## config.mk

```make
export PLATFORM = sky130hd
export DESIGN_NAME = mem_arbiter
export DESIGN_NICKNAME = d
export VERILOG_FILES = /design/src/rtl/mem_arb_pkg.sv /design/src/rtl/mem_arb_prio.sv /design/src/rtl/mem_arbiter.sv
export SDC_FILE = /design/constraint.sdc
export NUM_CORES = 1
export LEC_CHECK = 0
export CAP_MARGIN = 20
export CORE_MARGIN = 4
export CORE_UTILIZATION = 44
export CTS_CLUSTER_DIAMETER = 50
export DETAILED_ROUTE_END_ITERATION = 6
export GPL_ROUTABILITY_DRIVEN = 0
export MAX_ROUTING_LAYER = met4
export PLACE_DENSITY = 0.86
export SLEW_MARGIN = 15
export SYNTH_ARGS = -nofsm -noshare
export SYNTH_HDL_FRONTEND = slang
export SYNTH_HIERARCHICAL = 1
export SYNTH_SLANG_ARGS = --single-unit
```

## constraint.sdc

```tcl
create_clock -name clock -period 14.6 [get_ports clock]
set_input_delay 2.92 -clock clock [delete_from_list [all_inputs] [get_ports clock]]
set_output_delay 2.92 -clock clock [all_outputs]
set_load 0.02 [all_outputs]
```

## src/rtl/mem_arb_pkg.sv

```systemverilog
// Shared definitions for the instruction/data memory arbiter.
package mem_arb_pkg;

    localparam int ADDR_W_DEF = 32;
    localparam int DATA_W_DEF = 32;

    // Arbiter FSM encoding; at most one memory access is ever outstanding.
    typedef enum logic [1:0] {
        IDLE   = 2'd0,
        BUSY_I = 2'd1,
        BUSY_D = 2'd2
    } state_t;

    // Access-size codes carried on d_size / mem_size.
    typedef enum logic [1:0] {
        BYTE = 2'd0,
        HALF = 2'd1,
        WORD = 2'd2
    } size_t;

endpackage

```

## src/rtl/mem_arb_prio.sv

```systemverilog
// Grant selection between fetch and data ports, with fetch anti-starvation.
module mem_arb_prio #(
    parameter int STARVE_MAX = 3,
    parameter int CNT_W      = 2
) (
    input  logic i_clock,
    input  logic i_reset,
    input  logic i_idle,
    input  logic i_if_req,
    input  logic i_d_req,
    input  logic i_flush,
    output logic o_if_gnt,
    output logic o_d_gnt
);

    localparam logic [CNT_W-1:0] MAX_C = CNT_W'(STARVE_MAX);

    logic [CNT_W-1:0] r_starve_cnt;
    logic             w_fetch_ok;
    logic             w_data_ok;
    logic             w_starved;

    // Data normally wins; a fetch that has waited STARVE_MAX data grants wins instead.
    always_comb begin
        w_fetch_ok = i_idle && !i_reset && i_if_req && !i_flush;
        w_data_ok  = i_idle && !i_reset && i_d_req;
        w_starved  = (r_starve_cnt == MAX_C);
        o_if_gnt   = w_fetch_ok && (!w_data_ok || w_starved);
        o_d_gnt    = w_data_ok && !(w_fetch_ok && w_starved);
    end

    // Count data grants taken while fetch is waiting; saturate, clear when fetch is served.
    always_ff @(posedge i_clock or posedge i_reset) begin
        if (i_reset) begin
            r_starve_cnt <= '0;
        end else if (o_if_gnt) begin
            r_starve_cnt <= '0;
        end else if (o_d_gnt && i_if_req && (r_starve_cnt != MAX_C)) begin
            r_starve_cnt <= r_starve_cnt + CNT_W'(1);
        end
    end

endmodule

```

## src/rtl/mem_arbiter.sv

```systemverilog
// Single-outstanding arbiter sharing one memory port between fetch and load/store.
module mem_arbiter
    import mem_arb_pkg::*;
#(
    parameter int ADDR_W     = ADDR_W_DEF,
    parameter int DATA_W     = DATA_W_DEF,
    parameter int STARVE_MAX = 3
) (
    input  logic              clock,
    input  logic              reset,
    input  logic              if_req,
    input  logic [ADDR_W-1:0] if_addr,
    output logic              if_gnt,
    output logic              if_rvalid,
    output logic [DATA_W-1:0] if_rdata,
    input  logic              d_req,
    input  logic              d_we,
    input  logic [ADDR_W-1:0] d_addr,
    input  logic [DATA_W-1:0] d_wdata,
    input  logic [1:0]        d_size,
    input  logic              d_un,
    output logic              d_gnt,
    output logic              d_rvalid,
    output logic [DATA_W-1:0] d_rdata,
    input  logic              flush,
    output logic              mem_req,
    output logic              mem_we,
    output logic [ADDR_W-1:0] mem_addr,
    output logic [DATA_W-1:0] mem_wdata,
    output logic [1:0]        mem_size,
    output logic              mem_un,
    input  logic              mem_ack,
    input  logic [DATA_W-1:0] mem_rdata
);

    localparam int CNT_W = (STARVE_MAX < 1) ? 1 : $clog2(STARVE_MAX + 1);

    state_t            r_state;
    logic              r_mem_req;
    logic              r_we;
    logic              r_un;
    logic              r_kill;
    logic [1:0]        r_size;
    logic [ADDR_W-1:0] r_addr;
    logic [DATA_W-1:0] r_wdata;
    logic              r_if_rvalid;
    logic              r_d_rvalid;
    logic [DATA_W-1:0] r_if_rdata;
    logic [DATA_W-1:0] r_d_rdata;
    logic              w_idle;

    assign w_idle = (r_state == IDLE);

    mem_arb_prio #(
        .STARVE_MAX (STARVE_MAX),
        .CNT_W      (CNT_W)
    ) u_prio (
        .i_clock  (clock),
        .i_reset  (reset),
        .i_idle   (w_idle),
        .i_if_req (if_req),
        .i_d_req  (d_req),
        .i_flush  (flush),
        .o_if_gnt (if_gnt),
        .o_d_gnt  (d_gnt)
    );

    assign mem_req   = r_mem_req;
    assign mem_we    = r_we;
    assign mem_addr  = r_addr;
    assign mem_wdata = r_wdata;
    assign mem_size  = r_size;
    assign mem_un    = r_un;
    assign if_rvalid = r_if_rvalid;
    assign if_rdata  = r_if_rdata;
    assign d_rvalid  = r_d_rvalid;
    assign d_rdata   = r_d_rdata;

    // Arbiter FSM: capture the granted request, hold it on the memory port, return the response.
    always_ff @(posedge clock or posedge reset) begin
        if (reset) begin
            r_state     <= IDLE;
            r_mem_req   <= 1'b0;
            r_we        <= 1'b0;
            r_un        <= 1'b0;
            r_kill      <= 1'b0;
            r_size      <= BYTE;
            r_addr      <= '0;
            r_wdata     <= '0;
            r_if_rvalid <= 1'b0;
            r_d_rvalid  <= 1'b0;
            r_if_rdata  <= '0;
            r_d_rdata   <= '0;
        end else begin
            r_if_rvalid <= 1'b0;
            r_d_rvalid  <= 1'b0;
            case (r_state)
                IDLE: begin
                    if (if_gnt) begin
                        r_state   <= BUSY_I;
                        r_mem_req <= 1'b1;
                        r_we      <= 1'b0;
                        r_addr    <= if_addr;
                        r_wdata   <= '0;
                        r_size    <= WORD;
                        r_un      <= 1'b0;
                    end else if (d_gnt) begin
                        r_state   <= BUSY_D;
                        r_mem_req <= 1'b1;
                        r_we      <= d_we;
                        r_addr    <= d_addr;
                        r_wdata   <= d_wdata;
                        r_size    <= d_size;
                        r_un      <= d_un;
                    end
                end
                BUSY_I: begin
                    // A redirect anywhere in the fetch lifetime makes its data stale.
                    if (flush) begin
                        r_kill <= 1'b1;
                    end
                    if (mem_ack) begin
                        r_state     <= IDLE;
                        r_mem_req   <= 1'b0;
                        r_kill      <= 1'b0;
                        r_if_rvalid <= !(r_kill || flush);
                        r_if_rdata  <= mem_rdata;
                    end
                end
                BUSY_D: begin
                    if (mem_ack) begin
                        r_state    <= IDLE;
                        r_mem_req  <= 1'b0;
                        r_we       <= 1'b0;
                        r_d_rvalid <= 1'b1;
                        r_d_rdata  <= r_we ? '0 : mem_rdata;
                    end
                end
                default: begin
                    r_state   <= IDLE;
                    r_mem_req <= 1'b0;
                    r_we      <= 1'b0;
                end
            endcase
        end
    end

endmodule

```

==> flow_summary.rst <==
.. list-table::
   :header-rows: 1

   * - Metric
     - Value
   * - Signal arrival time at the worst endpoint
     - ~5000 ps
   * - Initial standard-cell utilization of the core
     - 0.448
   * - Total global routing overflow
     - 0
   * - Startpoint kind of the worst setup timing path
     - primary input
   * - Smallest setup slack after layout
     - between 6000 and 7000 ps
   * - Die ar.
     - around 15000 um2
   * - CTS HTree Levels
     - 4
   * - Clock root buffer master
     - clkbuf_16
   * - Maximum clock frequency
     - roughly 0.12 GHz
   * - Met1 WL
     - 6380 um
   * - Switching part of the total power
     - 0.365
   * - Relative contribution of sequential cells to total power
     - 0.334
   * - Fin. Hold Viols
     - 0
   * - Clock network power share
     - 0.207
   * - Sequential area share after synthesis
     - 0.620
   * - Most frequent cells in the layout
     - 274 x clkdlybuf4s50_1, 140 x dfrtp_1, 99 x nand2_1
   * - Final Max Tran Viols
     - 0
   * - Filler-free cell count of the finished design
     - approximately 930
   * - Routed via count
     - 4737
   * - Required time of the worst setup path
     - 11680 ps
   * - Cell count after synthesis
     - between 400 and 500
   * - Net switching power figure
     - between 0.7 and 0.8 mW
   * - First-pass GRT wire length
     - 25900 um
   * - Mean number of vias per cell
     - just over 5
   * - Static leakage
     - 3.96 nW
   * - Unique masters post-synth
     - 31
   * - Horizontal extent of the die
     - between 100 and 150 um
   * - Highest metal layer with signal wires
     - met4
   * - Ports placed on the boundary
     - between 200 and 300
   * - Count of clock tree sinks
     - 140
   * - Number of warnings printed during yosys synthesis
     - 6
   * - Part of the power in combinational logic
     - 0.459
   * - Leading cell type in the layout, fill and taps excluded
     - clkdlybuf4s50_1
   * - CTS Buf Count
     - 17
   * - DRC viols
     - 0
   * - Amount of wire on met2 after detailed routing
     - between 8000 and 9000 um
   * - Slew headroom
     - 0.319
   * - Wire length per cell after detailed routing
     - 18.1 um
   * - Layout cell share with drive strength beyond 1
     - 0.103
   * - Critical path capture point type
     - output pin
   * - Die Span Y
     - around 120 um
   * - Cell row count
     - 41
   * - TritonCTS clock tree
     - built
   * - Unrepaired setup endpoints after global routing
     - false
   * - Routed WL
     - about 17000 um
   * - Number of buffers added on ports
     - about 270
   * - Startpoint of the most critical setup path
     - reset
   * - Fin Hold WS
     - between 400 and 500 ps
   * - Cell count after placement
     - between 800 and 900
   * - Post-layout nets
     - about 900
   * - Crit path kind
     - primary input to output pin
   * - Min-Delay Startpoint
     - r_kill
   * - Final sum of negative setup slack
     - 0 ps
   * - Skew final
     - roughly 5.6 ps
   * - Count of hold buffers inserted by post-cts repair
     - 0
   * - Transition time of the tightest slew-check pin
     - between 1000 and 1500 ps
   * - Maximum vdd ir drop
     - roughly 0.00011 V
   * - Initial detailed-routing violation count
     - a little over 300
   * - Post-synth top area cell
     - dfrtp_1
   * - Most area-consuming cells after synthesis
     - dfrtp_1 62%, nand2_1 6.6%, mux2_2 6.4%
   * - # Post-CTS Setup Buffers
     - 0
   * - Status
     - finished, final reports clean
   * - Max_cap viols
     - 0
   * - Source of the worst register-to-register timing path
     - r_state[0]
   * - Tcrit/Tclk final
     - 0.548
   * - Netlist Area Pre-Place
     - roughly 5600 um2
   * - Dpl ws
     - around 6600 ps
   * - Avg Cell Area, Syn
     - about 12 um2
   * - Number of search-and-repair iterations in the first detailed-routing pass
     - 5
   * - Routed wire length on met3
     - ~1700 um
   * - Half-perimeter wire length of the detailed placement result
     - 12500 um
   * - Number of antenna diodes
     - 0
   * - Period minus WS final
     - 8000 ps
   * - Clock Latency Late Sink
     - about 400 ps
   * - All-Layer GR Usage
     - 0.233
   * - Type of the most critical hold path
     - register to register
   * - Synth Register Bits
     - 140
   * - Final ANT Viol Nets
     - 0
   * - Core Region
     - 12600 um2
   * - # setup viols final
     - 0
   * - Count of cells resized by post-cts repair
     - 0
   * - Power Dens Cells
     - approximately 220 nW/um2
   * - Number of global-route vias before repair
     - slightly above 5000
   * - Fillcell total
     - 883
   * - Critical Path Fanout Max
     - 37
   * - Pin count of the biggest net entering global routing
     - 89
   * - Area share of the leading cell type in the synthesized netlist
     - 0.620
   * - Clock input transition at the sequential cells of the worst setup and hold paths
     - 60 ps
   * - Initial antenna violation count
     - 0
   * - Post-Syn Nets
     - about 620
   * - Internal power
     - 1.27 mW
   * - Clock buffer depth
     - 2
   * - Layout overhead on the synthesized area
     - 60.7%
==> synth_stat cells <==
cell,n
o21ai_1,8
nand2b_1,1
mux2_2,32
nand2_1,100
nor2_4,1
nor2_1,1
inv_1,9
buf_6,1
a21oi_1,8
clkbuf_1,6
buf_2,15
nor3_1,1
a22oi_1,1
dfrtp_1,140
mux2_4,1
or2_2,1
o2111a_1,1
nand2b_4,2
buf_1,2
a22o_1,35
o21ai_0,58
o22ai_1,1
nand3b_4,1
a21o_1,1
nor3b_1,1
ha_1,4
o32a_1,1
mux2i_1,32
nor2b_1,1
o21ai_4,1
buf_4,6
==> power by group through the flow <==
stage,clock [mW],sequential [mW],combinational (mW)
after CTS,0.423,0.668,0.926
after detailed placement,0,0.671,0.923
after floorplan,0,0.862,0.260
final,0.415,0.668,0.918
after global routing,0.439,0.688,0.980
after global placement,0,0.657,0.895
==> metal layers <==
metal | global-route usage | vias to the layer above
li1 | - | 2169
met1 | 0.262 | 2299
met2 | 0.389 | 238
met3 | 0.0807 | 31
met4 | 0.0812 | 0
met5 | - | -
==> critical path, cell delays in order <==
cell and delay [ps]:
clkdlybuf4s50_1 500, nand3b_4 210, nor3b_2 180, buf_4 520, clkdlybuf4s50_1 740
==> state kept, by name, indices dropped and copies added, names as in the netlist, 2 cells and up <==
signal / cells
d_rdata: 32
if_rdata: 32
mem_addr: 32
mem_size: 2
mem_wdata: 32
r_state: 2
u_prio/r_starve_cnt: 2
==> final timing paths <==
kind                                     endpoint  slack [ps]  cells after the start
max                                        if_gnt        6600                      5
min                                     if_rvalid         440                      1
max reg2reg                         mem_wdata[19]       11710                      8
min reg2reg                             if_rvalid         440                      1
max in group asynchronous                  mem_we       10280                      3
min in group asynchronous  u_prio/r_starve_cnt[1]        2840                      2
==> logic make-up (layout without fill, tap and decap cells) <==
group                      Yosys count  count (layout)  synth area share
adders and majority gates            4               4           0.00886
muxes                               65              65             0.123
and+or+nand+nor                    110             110            0.0831
DFF                                140             140             0.620
buffers and inverters               39             320            0.0346
AOI/OAI and AO/OA                  115             115             0.130
==> area by class of cell <==
cell class,count,area (um2),area share
Sequential cell,140,3500,0.386
Clock inverter,12,119,0.0131
Multi-Input combinational cell,294,1960,0.216
Timing Repair Buffer,279,2790,0.307
Tap cell,172,215,0.0237
Inverter,9,38.8,0.00427
Clock buffer,20,457,0.0503
==> stage by stage <==
stage / utilization / power [mW] / cell area [um2]
2_1_floorplan: - / 1.12 / 5650
5_1_grt: 0.719 / 2.11 / 9080
3_3_place_gp: 0.673 / 1.55 / 8490
3_5_place_dp: 0.673 / 1.59 / 8490
4_1_cts: 0.718 / 2.02 / 9060
6_report: 0.719 / 2.00 / 9080
Power figures use the tool's default switching activity.
